[config.mk]
export PLATFORM = sky130hd
export DESIGN_NAME = stopwatch_ctrl
export DESIGN_NICKNAME = d
export VERILOG_FILES = /design/src/rtl/stopwatch_ctrl.sv
export SDC_FILE = /design/constraint.sdc
export NUM_CORES = 1
export LEC_CHECK = 0
export BUFFER_PORTS_ARGS = -buffer_cell sky130_fd_sc_hd__buf_2
export CAP_MARGIN = 10
export CELL_PAD_IN_SITES_DETAIL_PLACEMENT = 0
export CELL_PAD_IN_SITES_GLOBAL_PLACEMENT = 2
export CORE_MARGIN = 2
export CORE_UTILIZATION = 33
export CTS_BUF_LIST = sky130_fd_sc_hd__clkbuf_4 sky130_fd_sc_hd__clkbuf_8 sky130_fd_sc_hd__clkbuf_16
export CTS_CLUSTER_DIAMETER = 40
export DETAILED_ROUTE_END_ITERATION = 8
export PLACE_DENSITY_LB_ADDON = 0.3
export SETUP_SLACK_MARGIN = 0.02
export SLEW_MARGIN = 20
export SYNTH_ARGS = -nofsm -noshare
export SYNTH_HDL_FRONTEND = slang
export SYNTH_SLANG_ARGS = --single-unit
export TNS_END_PERCENT = 1
[constraint.sdc]
create_clock -name clk -period 1.62 [get_ports clk]
set_input_delay 0.324 -clock clk [delete_from_list [all_inputs] [get_ports clk]]
set_output_delay 0.324 -clock clk [all_outputs]
set_load 0.05 [all_outputs]
[src/rtl/stopwatch_ctrl.sv]
// -----------------------------------------------------------------------------
// stopwatch_ctrl
//
// Run-control sequencer for the 4-digit stopwatch/timer. It sits between the
// debounced button logic and the BCD digit counter chain. It turns the
// start/stop and clear pulses and the direction switch into the following:
//   - counter enables,
//   - counter init pulses,
//   - a latched count direction.
// When the terminal count is reached, it stops the count and drives a timed,
// blinking alarm.
//
// Parameters
//   BLINK_TICKS  deciClk ticks per alarm half-period (default 5 = 0.5 s)
//   ALARM_TICKS  deciClk ticks the alarm blinks before going quiet
//                (default 50 = 5 s), must be >= 1
//
// Ports
//   clk         in   system clock
//   reset       in   synchronous, active-high reset
//   start_stop  in   pulse: start / pause / resume, or silence the alarm
//   clear       in   pulse: back to IDLE and re-initialise the counters
//   up          in   direction switch (1 = count up, 0 = count down)
//   deciClk     in   0.1 s tick, at least 2 clk cycles apart
//   term        in   registered terminal-count flag from the detector
//   count_en    out  tick to the digit counters (combinational)
//   dir         out  latched direction for counters and terminal detector
//   clr_cnt     out  one-cycle pulse: zero all digits
//   load_cnt    out  one-cycle pulse: load the preset into all digits
//   running     out  high while in RUN
//   done        out  high while in DONE
//   alarm       out  blinking alarm drive
//
// Optional feature (macro LAP_HOLD_EN)
//   lap         in   pulse: toggles the display hold in RUN / PAUSE
//   freeze      out  display hold; the display latches the counters while high
//
// Pulse semantics: every control input (start_stop, clear, deciClk, lap) is a
// single-cycle strobe. It is acted on in exactly the cycle it is high, with no
// acknowledge and no back-pressure. The resulting state change is visible after
// the next rising clk edge. When several strobes arrive in the same cycle,
// clear outranks term, and term outranks start_stop.
// -----------------------------------------------------------------------------
module stopwatch_ctrl #(
    parameter int BLINK_TICKS = 5,
    parameter int ALARM_TICKS = 50
) (
    input  logic clk,
    input  logic reset,
    input  logic start_stop,
    input  logic clear,
    input  logic up,
    input  logic deciClk,
    input  logic term,
`ifdef LAP_HOLD_EN
    input  logic lap,
    output logic freeze,
`endif
    output logic count_en,
    output logic dir,
    output logic clr_cnt,
    output logic load_cnt,
    output logic running,
    output logic done,
    output logic alarm
);

    // Counter widths hold 0 .. N-1, so no counter ever wraps before its limit.
    localparam int BW = (BLINK_TICKS > 1) ? $clog2(BLINK_TICKS) : 1;
    localparam int AW = (ALARM_TICKS > 1) ? $clog2(ALARM_TICKS) : 1;

    typedef enum logic [1:0] {
        IDLE  = 2'd0,
        RUN   = 2'd1,
        PAUSE = 2'd2,
        DONE  = 2'd3
    } state_t;

    state_t          state;
    state_t          state_next;
    logic            init_pend;
    logic            init_req;
    logic            enter_done;
    logic            alarm_act;
    logic [BW-1:0]   blink_cnt;
    logic [AW-1:0]   total_cnt;

    // ------------------------------------------------------------------
    // State register
    // ------------------------------------------------------------------
    always_ff @(posedge clk) begin
        if (reset) begin
            state <= IDLE;
        end else begin
            state <= state_next;
        end
    end

    // ------------------------------------------------------------------
    // Next-state logic (clear > term > start_stop)
    // ------------------------------------------------------------------
    always_comb begin
        state_next = state;
        case (state)
            IDLE: begin
                if (clear)           state_next = IDLE;
                else if (start_stop) state_next = RUN;
            end
            RUN: begin
                if (clear)           state_next = IDLE;
                else if (term)       state_next = DONE;
                else if (start_stop) state_next = PAUSE;
            end
            PAUSE: begin
                // term is deliberately ignored while paused
                if (clear)           state_next = IDLE;
                else if (start_stop) state_next = RUN;
            end
            DONE: begin
                // start_stop only silences the alarm here
                if (clear)           state_next = IDLE;
            end
            default: state_next = IDLE;
        endcase
    end

    // ------------------------------------------------------------------
    // Output / control decode
    // ------------------------------------------------------------------
    always_comb begin
        count_en   = 1'b0;
        init_req   = 1'b0;
        enter_done = 1'b0;
        // A tick that coincides with the start pulse is not counted, because
        // state is still IDLE/PAUSE. A tick that coincides with the pause pulse
        // is counted, because state is still RUN.
        count_en   = deciClk & (state == RUN);
        // A direction change in IDLE also re-initialises the counters, so
        // the display always starts from zero (up) or the preset (down).
        init_req   = clear | ((state == IDLE) & (up != dir));
        enter_done = (state_next == DONE) & (state != DONE);
    end

    // ------------------------------------------------------------------
    // Direction latch, init pulses, state decodes
    // ------------------------------------------------------------------
    always_ff @(posedge clk) begin
        if (reset) begin
            dir       <= 1'b1;
            init_pend <= 1'b1;
            clr_cnt   <= 1'b0;
            load_cnt  <= 1'b0;
            running   <= 1'b0;
            done      <= 1'b0;
        end else begin
            if ((state == IDLE) && (up != dir)) begin
                dir <= up;
            end
            // The pending request turns into one pulse on the next edge. A new
            // request made in the same cycle re-arms it, so a direction change
            // right after reset yields clr_cnt followed by load_cnt.
            init_pend <= init_req;
            clr_cnt   <= init_pend & dir;
            load_cnt  <= init_pend & ~dir;
            running   <= (state_next == RUN);
            done      <= (state_next == DONE);
        end
    end

    // ------------------------------------------------------------------
    // Alarm: blinks every BLINK_TICKS ticks for ALARM_TICKS ticks in DONE.
    // alarm_act marks the live blinking window. The alarm output itself is
    // low for half of every period, so alarm_act is needed to tell the low
    // half of a blink apart from the finished alarm.
    // ------------------------------------------------------------------
    always_ff @(posedge clk) begin
        if (reset) begin
            alarm     <= 1'b0;
            alarm_act <= 1'b0;
            blink_cnt <= '0;
            total_cnt <= '0;
        end else if (enter_done) begin
            alarm     <= 1'b1;
            alarm_act <= 1'b1;
            blink_cnt <= '0;
            total_cnt <= '0;
        end else if ((state != DONE) || (state_next != DONE)) begin
            alarm     <= 1'b0;
            alarm_act <= 1'b0;
        end else if (start_stop) begin
            alarm     <= 1'b0;
            alarm_act <= 1'b0;
        end else if (deciClk && alarm_act) begin
            if (total_cnt == AW'(ALARM_TICKS - 1)) begin
                alarm     <= 1'b0;
                alarm_act <= 1'b0;
            end else begin
                total_cnt <= total_cnt + AW'(1);
                if (blink_cnt == BW'(BLINK_TICKS - 1)) begin
                    blink_cnt <= '0;
                    alarm     <= ~alarm;
                end else begin
                    blink_cnt <= blink_cnt + BW'(1);
                end
            end
        end
    end

`ifdef LAP_HOLD_EN
    // ------------------------------------------------------------------
    // Lap hold: only the display is frozen, and counting carries on.
    // ------------------------------------------------------------------
    always_ff @(posedge clk) begin
        if (reset) begin
            freeze <= 1'b0;
        end else if ((state_next == IDLE) || (state_next == DONE)) begin
            freeze <= 1'b0;
        end else if (lap && ((state == RUN) || (state == PAUSE))) begin
            freeze <= ~freeze;
        end
    end
`endif

endmodule
==> results.yml, run 1 <==
drt:
  drtIter0Drc: 14
  firstDrtPassIters: 4
  via_count: 770
  route.antenna.remaining_nets: 0
  route.detailed.drc: 0
  via_per_inst: 5.03
  wl_per_cell_um: 11.9
  routed_wl_mm: 1.82
sta:
  period_needed_ns: 1.53
  fmax_mhz: 653
  tns_ns: 0
  finalSetupViolCount: 0
  whs_ns: 0.263
  hold_viol: 0
  rsz0062_at_grt: "no"
  maxSlewViolCount: 0
  worstMarginPinSlew_ns: 0.354
  period_share_pct: 94.5
  skew_ns: 0.0152
  slew_headroom_pct: 76.4
yosys:
  syn_nets: 112
  async_flop_share_pct: 0
  synth_top_area_cell: "dfxtp_1"
  ys_seq_elements: 19
  yosysMostFrequentCell: "dfxtp_1"
  synth_edf_count: 0
  syn_area_um2: 946
  synth.top_cell.area_share_pct: 40.2
  ys.flop_type: "dfxtp_1"
  seq_area_frac_synth_pct: 40.2
  synth_area_per_cell_um2: 9.37
  ys_top_cells_by_area: "dfxtp_1 (40%), ha_1 (5.3%), xor2_1 (4.6%)"
  ys_top_cells_by_count: "dfxtp_1 (19), nor2_1 (10), nand2_1 (9)"
  yosys_warnings: 0
  synth_cell_type_count: 36
  synthCells: 101
die:
  start_util_pct: 34.6
  die_h_um: 57.5
  core_mm2: 0.00273
  rows: 19
  ios: 14
  die_w_um: 57.5
  die_area_mm2: 0.00331
global_routing:
  grt_max_degree: 11
  grt_usage_pct: 12.1
  antenna_found_initial: 0
  grt_pass1_vias: 693
  grt-ovfl-total: 0
  grt_pass1_wl_mm: 3.05
setup_path:
  worstPathRequired_ns: 1.30
  cp_slowest_cell: "dfxtp_1"
  crit_path_start_kind: "flop"
  cpPeakStageDelay_ns: 0.33
  cp-end-kind: "output pin"
  critPathTopFamily: "buffers and inverters"
  path_max_fanout: 6
  crit_buf_inv: 2
  critPathArrivalTime_ns: 1.21
  crit_chain: "buf_4 > and3b_1 > buf_2"
  setup.worst_path.class: "reg2out"
layout:
  multi_input_area_um2: 504
  reg_top3: "total_cnt x6, blink_cnt x3, state x2"
  syn2layout_area_growth_pct: 17.3
  seqCellArea_um2: 382
  n_fill_cell: 275
  fin_util_pct: 40.6
  drive_gt1_share_pct: 27.0
  fin_nets: 134
  regMostFlops: "total_cnt"
  largest_reg_flops: 6
  antenna_cells: 0
clocking:
  cts_tree: "done"
  cts_buffers: 3
  path_clk_slew_ns: 0.10
  cts_resized: 0
  clock-root-buffer: "clkbuf_4"
  cts_max_level: 1
  clk_path_buf_depth: 2
  clkSinkCount: 19
  hold_buffers: 0
  clkLatencyLatePin_ns: 0.31
  cts_setup_buffers: 0
power_and_ir_drop:
  p_leak_nw: 0.487
  power_density_mw_per_mm2: 760
  fin_total_pwr_mw: 0.844
  vdd_drop_max_mv: 0.531
place:
  place_hpwl_mm: 1.37
  io_buffers: 13
  gp_congestion: 0.741
job:
  maxCapViolCount: 0
run_status:
  status: "complete, no violations"
worst_hold_path:
  hp-class: "in2reg"
-- metal layers --
| layer | wire [µm] | global-route usage (%) |
|---|---|---|
| met1 | 918 | 15.8 |
| met2 | 812 | 18.8 |
| met3 | 64 | 3.40 |
| met4 | 25 | 4.98 |
| met5 | 0 | 0 |
-- area by class of cell --
class,instances,area share (%)
clock buffers,4,2.71
inverters,4,1.35
multi-input cells,72,45.4
flip-flops and latches,19,34.4
well taps,31,3.49
repair buffers,23,12.6
-- cells by family (layout without fill, tap and decap cells) --
| family | after synthesis | in the layout | synth area share [%] |
|---|---|---|---|
| buf+inv | 10 | 31 | 7.41 |
| fa+ha+maj | 4 | 4 | 5.29 |
| simple gates | 39 | 39 | 24.5 |
| mux | 2 | 2 | 2.25 |
| compound gates | 22 | 22 | 15.7 |
| flops | 19 | 19 | 40.2 |
| xor+xnor | 5 | 5 | 4.63 |
-- placed cells by master, fill, tap and decap left out, types with 2 or more instances in the layout --
cell      Yosys  routed
o21ai_0       6       6
nand2_1       9       9
a21oi_1       7       7
buf_4         0      10
buf_2         0      13
clkbuf_4      0       4
ha_1          4       4
nand4_1       3       3
and3b_1       2       2
and2_1        3       3
nor2_1       10      10
xor2_1        5       5
inv_1         4       4
a31oi_1       2       2
dfxtp_1      19      18
-- per-stage QoR --
step,worst slack (ns),std cells,cell area (µm²)
6_report,0.0885,153,1110
5_1_grt,0.0297,153,1110
4_1_cts,0.0727,153,1100
3_5_place_dp,0.0266,149,1070
3_3_place_gp,0.0723,149,1070
2_1_floorplan,0.246,101,946
-- worst min-delay path, stage by stage --
cell,delay [ns]
buf_2,0.09
nand2_1,0.04
nand3b_1,0.07
-- path summary, 6_finish.rpt --
| check | from | endpoint | slack, ns | depth (start not counted) |
|---|---|---|---|---|
| setup / recovery | state[1] | count_en | 0.09 | 3 |
| hold / removal | up | dir | 0.26 | 3 |
| setup reg to reg | total_cnt[1] | blink_cnt[1] | 0.18 | 7 |
| hold reg to reg | init_pend | load_cnt | 0.48 | 1 |
-- report_power, final --
group	switching, mW	internal, mW	total, mW
sequential	0.00545	0.478	0.483
combinational	0.0595	0.0337	0.0932
clock	0.154	0.113	0.267
total	0.219	0.624	0.844
(Power assumes the default switching activity.)
==> run 2, diff against run 1 <==
--- a/config.mk
+++ b/config.mk
@@ -15,7 +15,7 @@
 export CTS_CLUSTER_DIAMETER = 40
 export DETAILED_ROUTE_END_ITERATION = 8
 export PLACE_DENSITY_LB_ADDON = 0.3
-export SETUP_SLACK_MARGIN = 0.02
+export SETUP_SLACK_MARGIN = 0.15
 export SLEW_MARGIN = 20
 export SYNTH_ARGS = -nofsm -noshare
 export SYNTH_HDL_FRONTEND = slang
==> constraint.sdc (replaced) <==
create_clock -name clk -period 1.55 [get_ports clk]
set_input_delay 0.31 -clock clk [delete_from_list [all_inputs] [get_ports clk]]
set_output_delay 0.31 -clock clk [all_outputs]
set_load 0.05 [all_outputs]
==> results.yml, run 2 (synthesis results as in run 1) <==
run_status:
  status: "complete, no violations"
layout:
  fin_nets: 135
  reg_top3: "total_cnt x6, blink_cnt x3, state x2"
  n_fill_cell: 272
  final_area_mm2: 0.00114
  final_common_cell: "dfxtp_1"
  antenna_cells: 0
  drive_gt1_share_pct: 31.7
  layout_common_cells: "dfxtp_1 (16), buf_2 (12), nor2_1 (10), nand2_1 (9), buf_4 (8)"
  largest_reg_flops: 6
  syn2layout_area_growth_pct: 21.0
  fin_cells: 154
  regMostFlops: "total_cnt"
global_routing:
  grt_pass1_wl_mm: 2.98
  grt-ovfl-total: 0
  grt_pass1_vias: 687
  antenna_found_initial: 0
  grt_usage_pct: 11.5
  grt_max_degree: 11
place:
  placed_cells: 149
  post_dp_cell_area_mm2: 0.00107
  gp_congestion: 0.756
  place_hpwl_mm: 1.29
  io_buffers: 13
  dpl_worst_slack_ns: -0.0362
setup_path:
  reg2reg_depth: 7
  r2r_slack_ns: 0.14
  crit_chain: "buf_6 > and3b_1 > buf_6"
  cpPeakStageDelay_ns: 0.35
  crit_path_start_kind: "flop"
  critPathArrivalTime_ns: 1.11
  worstPathRequired_ns: 1.24
  cp_slowest_cell: "dfxtp_2"
  reg2reg_to: "blink_cnt[1]"
  setup.worst_path.class: "reg2out"
  crit_buf_inv: 2
  regToRegStartpoint: "total_cnt[1]"
  cpMostUsedCell: "buf_6"
  path_max_fanout: 3
  critPathTopFamily: "flip-flops"
  cp-end-kind: "output pin"
worst_hold_path:
  hold_end: "dir"
  hold_start: "up"
  hp-class: "in2reg"
  worstHoldPathCells: 3
sta:
  fmax_mhz: 704
  finalSetupViolCount: 0
  slew_headroom_pct: 76.3
  fin_ws_ns: 0.130
  maxSlewViolCount: 0
  rsz0062_at_grt: "yes"
  hold_viol: 0
  period_needed_ns: 1.42
  skew_ns: 0.00965
  worstMarginPinSlew_ns: 0.355
  whs_ns: 0.256
  period_share_pct: 91.6
  tns_ns: 0
drt:
  wl_per_cell_um: 11.4
  drtIter0Drc: 11
  route.detailed.drc: 0
  firstDrtPassIters: 4
  via_count: 770
  route.antenna.remaining_nets: 0
  routed_wl_mm: 1.76
  via_per_inst: 5.00
clocking:
  cts_buffers: 3
  clkLatencyLatePin_ns: 0.30
  cts_tree: "done"
  clk_path_buf_depth: 2
  cts_max_level: 1
  clock-root-buffer: "clkbuf_4"
  hold_buffers: 0
  path_clk_slew_ns: 0.10
  clkSinkCount: 19
die:
  die_h_um: 57.5
  rows: 19
  die_area_mm2: 0.00331
  core_mm2: 0.00273
  ios: 14
  die_w_um: 57.5
  start_util_pct: 34.6
job:
  maxCapViolCount: 0
power_and_ir_drop:
  vdd_drop_max_mv: 0.348
  p_leak_nw: 0.494
  power_density_mw_per_mm2: 765
run 2: cell types whose count changed in the layout (fill, tap and decap cells not counted), moves of 2 or more:
cell     change
buf_4        -2
dfxtp_2      +2
dfxtp_1      -2
buf_6        +4
run 2: metal layers:
layer  track usage [%]  vias to the layer above  part of all wire (%)
met5                 0                        -                     0
met4              5.98                        0                  0.91
met3              2.04                        2                   2.8
met2              18.3                        9                    46
met1              14.8                      360                    50
li1                  -                      399                     -
run 2: area by class of cell:
class | count | area, µm² | share of cell area [%]
clock buffer | 4 | 30.0 | 2.62
multi-input combinational | 72 | 512 | 44.7
sequential | 19 | 384 | 33.6
tap | 31 | 38.8 | 3.39
inverter | 4 | 15.0 | 1.31
timing repair buffer | 24 | 165 | 14.4
run 2: timing repair:
action / in CTS / in global routing
buffers inserted: 1 / 0
gates cloned: 0 / 0
pin swaps: 1 / 1
endpoints found under the setup margin: 7 / 9
gates resized for setup: 11 / 2
run 2: worst register-to-register path, stage by stage, from the launching register on:
cell and delay, ns:
dfxtp_2 0.35, inv_1 0.05, ha_2 0.18, nand4b_4 0.14, o211ai_4 0.23, buf_6 0.14, mux2i_1 0.17, nor2_1 0.05
run 2: where the power goes:
group | total (mW) | switching [mW] | internal (mW)
sequential | 0.506 | 0.00625 | 0.500
combinational | 0.100 | 0.0624 | 0.0381
clock | 0.269 | 0.152 | 0.118
total | 0.876 | 0.220 | 0.655
run 2: worst max-delay path by stage:
stage                       from            to  slack, ns  cells after the start
floorplan           total_cnt[1]  blink_cnt[2]       0.18                      6
global placement      start_stop  total_cnt[5]      0.007                      5
detailed placement    start_stop  blink_cnt[2]      -0.04                      5
CTS                     state[1]      count_en       0.11                      3
global route            state[1]      count_en       0.07                      3
finish                  state[1]      count_en       0.13                      3
run 2: per-stage QoR:
stage	utilization, %	power [mW]
4_1_cts	41.7	0.897
3_5_place_dp	39.1	0.614
6_report	41.9	0.876
5_1_grt	41.9	0.924
2_1_floorplan	-	0.580
3_3_place_gp	39.1	0.613
